**src/rtl/full_adder.sv**
```systemverilog
// Registered ripple-carry adder: {cout, sum} = a + b + cin with one cycle of latency,
// plus a signed-overflow flag and a sticky carry-out exception flag.
module full_adder #(
  parameter int unsigned WIDTH = 1  // legal range 1..32
) (
  input  logic             clk_i,
  input  logic             rst_i,
  input  logic             in_valid_i,
  input  logic [WIDTH-1:0] a_i,
  input  logic [WIDTH-1:0] b_i,
  input  logic             cin_i,
  input  logic             exc_clr_i,
  output logic             out_valid_o,
  output logic [WIDTH-1:0] sum_o,
  output logic             cout_o,
  output logic             ovf_o,
  output logic             exc_o
);

  logic [WIDTH:0]   carry;
  logic [WIDTH-1:0] prop;
  logic [WIDTH-1:0] sum_c;
  logic             cout_c;
  logic             ovf_c;

  logic             valid_q, valid_d;
  logic [WIDTH-1:0] sum_q, sum_d;
  logic             cout_q, cout_d;
  logic             ovf_q, ovf_d;
  logic             exc_q, exc_d;

  // Bit-cell ripple chain, LSB to MSB.
  always_comb begin
    carry    = '0;
    prop     = '0;
    sum_c    = '0;
    carry[0] = cin_i;
    for (int unsigned i = 0; i < WIDTH; i++) begin
      prop[i]    = a_i[i] ^ b_i[i];
      sum_c[i]   = prop[i] ^ carry[i];
      carry[i+1] = (a_i[i] & b_i[i]) | (prop[i] & carry[i]);
    end
  end

  assign cout_c = carry[WIDTH];
  assign ovf_c  = carry[WIDTH] ^ carry[WIDTH-1];

  // Result registers load only on valid, so unknown operands on idle cycles never land.
  always_comb begin
    valid_d = in_valid_i;
    sum_d   = sum_q;
    cout_d  = cout_q;
    ovf_d   = ovf_q;
    exc_d   = exc_q;
    if (in_valid_i) begin
      sum_d  = sum_c;
      cout_d = cout_c;
      ovf_d  = ovf_c;
    end
    // A fresh carry-out takes priority over a clear on the same edge.
    if (in_valid_i && cout_c) begin
      exc_d = 1'b1;
    end else if (exc_clr_i) begin
      exc_d = 1'b0;
    end
  end

  always_ff @(posedge clk_i) begin
    if (rst_i) begin
      valid_q <= 1'b0;
      sum_q   <= '0;
      cout_q  <= 1'b0;
      ovf_q   <= 1'b0;
      exc_q   <= 1'b0;
    end else begin
      valid_q <= valid_d;
      sum_q   <= sum_d;
      cout_q  <= cout_d;
      ovf_q   <= ovf_d;
      exc_q   <= exc_d;
    end
  end

  assign out_valid_o = valid_q;
  assign sum_o       = sum_q;
  assign cout_o      = cout_q;
  assign ovf_o       = ovf_q;
  assign exc_o       = exc_q;

endmodule

```
**config.mk**
```make
export PLATFORM = sky130hd
export DESIGN_NAME = full_adder
export DESIGN_NICKNAME = d
export VERILOG_FILES = /design/src/rtl/full_adder.sv
export SDC_FILE = /design/constraint.sdc
export NUM_CORES = 1
export LEC_CHECK = 0
export CAP_MARGIN = 20
export CELL_PAD_IN_SITES_DETAIL_PLACEMENT = 1
export CELL_PAD_IN_SITES_GLOBAL_PLACEMENT = 2
export CORE_UTILIZATION = 16
export DETAILED_ROUTE_END_ITERATION = 16
export PLACE_DENSITY = 0.76
export SLEW_MARGIN = 20
export SYNTH_ARGS = -nofsm -noshare
export SYNTH_HDL_FRONTEND = slang
export SYNTH_SLANG_ARGS = --single-unit
```
**constraint.sdc**
```tcl
create_clock -name clk_i -period 1.1 [get_ports clk_i]
set_clock_uncertainty 0.15 [all_clocks]
set_input_delay 0.165 -clock clk_i [delete_from_list [all_inputs] [get_ports clk_i]]
set_output_delay 0.165 -clock clk_i [all_outputs]
set_load 0.005 [all_outputs]
```
# Yosys cells after proc, flatten, opt, wreduce, memory -nomap -nowiden

Cells that the tools add are included.

Memories kept: 0
RAM bits: 0
Bits of input ports: 7
Latch bits: 0
Bits in registers: 5
Logic and storage cells: 15
Memory bits (read-only): 0
Output and inout bits: 5

Div/mod/pow operators: 0
Add/subtract/negate cells: 0
Reduce and logical (&&, ||, !) cells: 2
Bitwise gates (word level): 6
Multiplexer cells: 2
Multiply operators: 0
Eq/ne operators: 0
Shifts and indexed selects: 0
Order comparisons: 0

Operator list:

| kind                | number |
|---|---|
| $xor A1 B1 Y1       | 3 |
| $and A1 B1 Y1       | 2 |
| $mux W1             | 2 |
| $reduce_bool A2 Y1  | 1 |
| $logic_and A1 B1 Y1 | 1 |
| $or A1 B1 Y1        | 1 |

# Longest topological paths before layout

Depth in word-level cells: 5
Gate-level depth with buffers: 4
Mapped depth without buffers: 4

# Least setup slack after synthesis

No wires, ideal clock.

Kind: input port to flip-flop
From: input a_i
To: register ovf_q (netlist: ovf_o)
Buffers on the path: 0
Data required time: 0.836 ns
Arrival time: 0.904 ns
Stages on the path: 4
Path slack: -0.068 ns
Setup time: 0.114 ns
Cells stage by stage: inv_1 -> fa_1 -> xnor2_1 -> a21o_1

Longest elaborated chain between the ends: 4
Elaborated cells between the ends (all ways): 5
Classes of those cells: bitwise: 5

Ends and longest elaborated chain:

| what                 | RTL line | text |
|---|---|---|
| from (decl)          | 9        | `input logic [WIDTH-1:0] a_i,` |
| $xor A1 B1 Y1        | 39       | `prop[i] = a_i[i] ^ b_i[i];` |
| $and A1 B1 Y1        | 41       | `carry[i+1] = (a_i[i] & b_i[i]) \| (prop[i] & carry[i]);` |
| $or A1 B1 Y1 (*)     | 41       |  |
| $xor A1 B1 Y1 (*)    | 46       | `assign ovf_c = carry[WIDTH] ^ carry[WIDTH-1];` |
| to (signal assigned) | 79       | `ovf_q <= ovf_d;` |
| to (decl)            | 29       | `logic ovf_q, ovf_d;` |

Every way passes the cells marked *; elsewhere a longest branch is shown, timed or not.
A chain may end at the register's enable or synchronous reset.

# Worst setup path after layout

From: input a_i
To: register sum_q (netlist: sum_o)

Longest elaborated chain between the ends: 2

Ends and longest elaborated chain:

| what                 | RTL line | text |
|---|---|---|
| $xor A1 B1 Y1        | 39       |  |
| $xor A1 B1 Y1        | 40       | `sum_c[i] = prop[i] ^ carry[i];` |
| to (signal assigned) | 77       | `sum_q <= sum_d;` |
| to (decl)            | 27       | `logic [WIDTH-1:0] sum_q, sum_d;` |

No other way between the ends.

==> impl_metrics.csv <==
group,metric,value,unit
floorplan,dieArea,1450,um^2
global_route,grt_max_degree,7,
sta,hold-worst-slack,0.268,ns
cts,htree_levels,1,
cts,cts_tree,"built",
critical_path,cpPeakStageDelay,0.43,ns
final_layout,final_area,374,um^2
yosys,syn_inst,20,
yosys,synth_common_cells,"dfxtp_1 (5), inv_1 (3), nand2b_1 (3)",
cts,cts_buffer_depth,2,
hold_path,hold_end,"ovf_o$_SDFFE_PP0P_",
run_status,status,"completed",
sta,tightest_slew,0.248,ns
critical_path,worst_ep_arrival_time,1.09,ns
place,placed_cells,48,
critical_path,required,1.12,ns
final_layout,diodes,0,
critical_path,timing.rr.start,"sum_o$_SDFFE_PP0P_",
sta,fmaxAchievable,933,MHz
yosys,netlist.area_leader.share,0.479,
yosys,yosys_warnings,0,
global_route,grt_overflow,0,
global_route,grtUsageTotal,0.0856,
sta,setup_slack,0.0283,ns
final_layout,syn_to_final_growth,79.0,%
critical_path,critPathTopFamily,"adder cells",
place,portBuffers,11,
final_layout,fin_cells,52,
cts,clock_latency,0.24,ns
yosys,async_flop_share,0,
sta,rsz0062_at_grt,"false",
final_layout,finish.utilization,0.324,
critical_path,critical_path_buf_inv_count,2,
detailed_routing,ant_nets,0,
place,dp_slack,-0.667,ns
sta,fin_crit_sh,0.974,
detailed_routing,num_vias,201,
sta,final_hold_viol_count,0,
yosys,synthTopCellsByArea,"dfxtp_1 (48%), fa_1 (9.6%), nand2b_1 (9.0%)",
cts,cts.sinks,5,
critical_path,crit_path_start,"a_i",
sta,relSlewSlack,0.834,
critical_path,crit_chain,"dlygate4sd2_1 -> inv_2 -> fa_2 -> a211oi_2",
yosys,yosysMostFrequentCell,"dfxtp_1",
critical_path,crit_type,"input pin to flip-flop",
final_layout,nNetsFinal,47,
floorplan,core,1160,um^2
floorplan,die_h,38.1,um
critical_path,worst_setup_path_start_kind,"input pin",
run,drv_cap,0,
global_route,grt_pass1_vias,182,
final_layout,n_fill_cell,147,
yosys,synth_edf_count,0,
sta,setup_viol,0,
floorplan,die-width,38.1,um
detailed_routing,drt_iter0_drc,2,
place,placed_area,369,um^2
power_and_ir_drop,vdd.ir_drop.worst,0.551,mV
sta,post-route-min-period,1.07,ns
hold_path,min_delay_path_depth,4,
detailed_routing,wl,507,um
cts,root_buffer,"clkbuf_4",
yosys,synth_area,209,um^2
hold_path,hold_class,"input pin to flip-flop",
critical_path,r2r_cells,3,
power_and_ir_drop,powerDensity,1350,nW/um^2
cts,path_clk_slew,0.04,ns
detailed_routing,post-route-drc-count,0,
critical_path,critPathSlowestCell,"fa_2",
power_and_ir_drop,power_leakage,0.175,nW
floorplan,start_util,0.181,
detailed_routing,viasPerCell,3.87,
global_route,antenna_found_initial,0,
detailed_routing,drtPass1Iterations,2,
global_route,grt_pass1_wl,759,um
critical_path,r2r_slack,0.25,ns
yosys,yosysUniqueCellTypes,11,
detailed_routing,wire_per_inst,9.75,um
cts,cts-buffers-inserted,3,
yosys,yosysSeqAreaShare,0.479,
yosys,synth_seq_cells,5,
sta,slew_viol_final,0,
floorplan,placementRows,12,
cts,cts_post_setup_buffers_inserted,0,
cts,hold_buffers,0,
critical_path,end_kind,"flip-flop",
place,gp_congestion,0.649,
hold_path,min_from,"cin_i",
final_layout,drive_gt1_frac,0.447,
critical_path,reg2reg_to,"sum_o$_SDFFE_PP0P_",
floorplan,ios,12,
critical_path,cp_max_fo,1,
yosys,synth_flop_cell,"dfxtp_1",
yosys,syn_area_per_cell,10.4,um^2
yosys,yosys.area.top_type,"dfxtp_1",
yosys,syn_nets,28,
## power breakdown
part / switching (W) / total (W) / internal [W]
Sequential: 0.00000487 / 0.000200 / 0.000195
Combinational: 0.0000361 / 0.0000905 / 0.0000544
Clock: 0.0000783 / 0.000216 / 0.000137
Total: 0.000119 / 0.000506 / 0.000387
## through the flow
step                total power, W  setup TNS, ns
floorplan                 0.000236              0
global placement          0.000302          -2.51
detailed placement        0.000306          -2.66
CTS                       0.000525              0
global route              0.000545              0
finish                    0.000506              0
## how the worst max path moves through the flow
stage,to,depth (start not counted)
after global routing,ovf_o$_SDFFE_PP0P_,3
after CTS,cout_o,1
after floorplan,ovf_o$_SDFFE_PP0P_,4
final,sum_o$_SDFFE_PP0P_,4
after global placement,ovf_o$_SDFFE_PP0P_,5
after detailed placement,ovf_o$_SDFFE_PP0P_,5
## layout make-up
class                      count  area [um^2]  area share
timing repair buffer          14          105       0.281
tap                           14         17.5      0.0468
multi-input combinational     12          105       0.281
inverter                       3         18.8      0.0502
clock buffer                   4         26.3      0.0702
sequential                     5          101       0.271
## worst reg2reg max path: cells and delay by family, from the launching register on
family | cells | cell delay [ns]
AOI/OAI and AO/OA | 1 | 0.04
buffers and inverters | 1 | 0.12
DFF | 1 | 0.30
and+or+nand+nor | 1 | 0.12
## kinds of logic (layout without fill, tap and decap cells)
family                     after synthesis  count (layout)  synth area share
adders and majority gates                1               1            0.0958
xor gates and xnor gates                 1               1            0.0419
and+or+nand+nor                          6               6             0.210
AOI/OAI and AO/OA                        4               4             0.120
buffers and inverters                    3              21            0.0539
DFF                                      5               5             0.479
## metal layers
| layer | GRT usage | vias to the layer above | wire, um |
|---|---|---|---|
| met4 | 0.0268 | 0 | 0 |
| li1 | - | 98 | - |
| met5 | 0 | - | 0 |
| met3 | 0.0872 | 0 | 60 |
| met2 | 0.136 | 12 | 239 |
| met1 | 0.0719 | 91 | 207 |
## placed cells by master (no fill, tap or decap), types with 2 or more instances in the layout
cell type / count
a21oi_1: 2
buf_4: 3
dfxtp_1: 4
nand2b_1: 3
buf_2: 2
clkdlybuf4s50_1: 3
clkbuf_4: 3
dlygate4sd2_1: 2
clkbuf_2: 3
## state kept, by name (all words and copies together) (netlist names)
register	cells
out_valid_o	1
sum_o	1
cout_o	1
ovf_o	1
exc_o	1
## repair_timing
item	CTS	global route
resized for setup	19	5
pin swaps	3	0
setup endpoints to repair	9	5
Power figures use the tool's default switching activity.
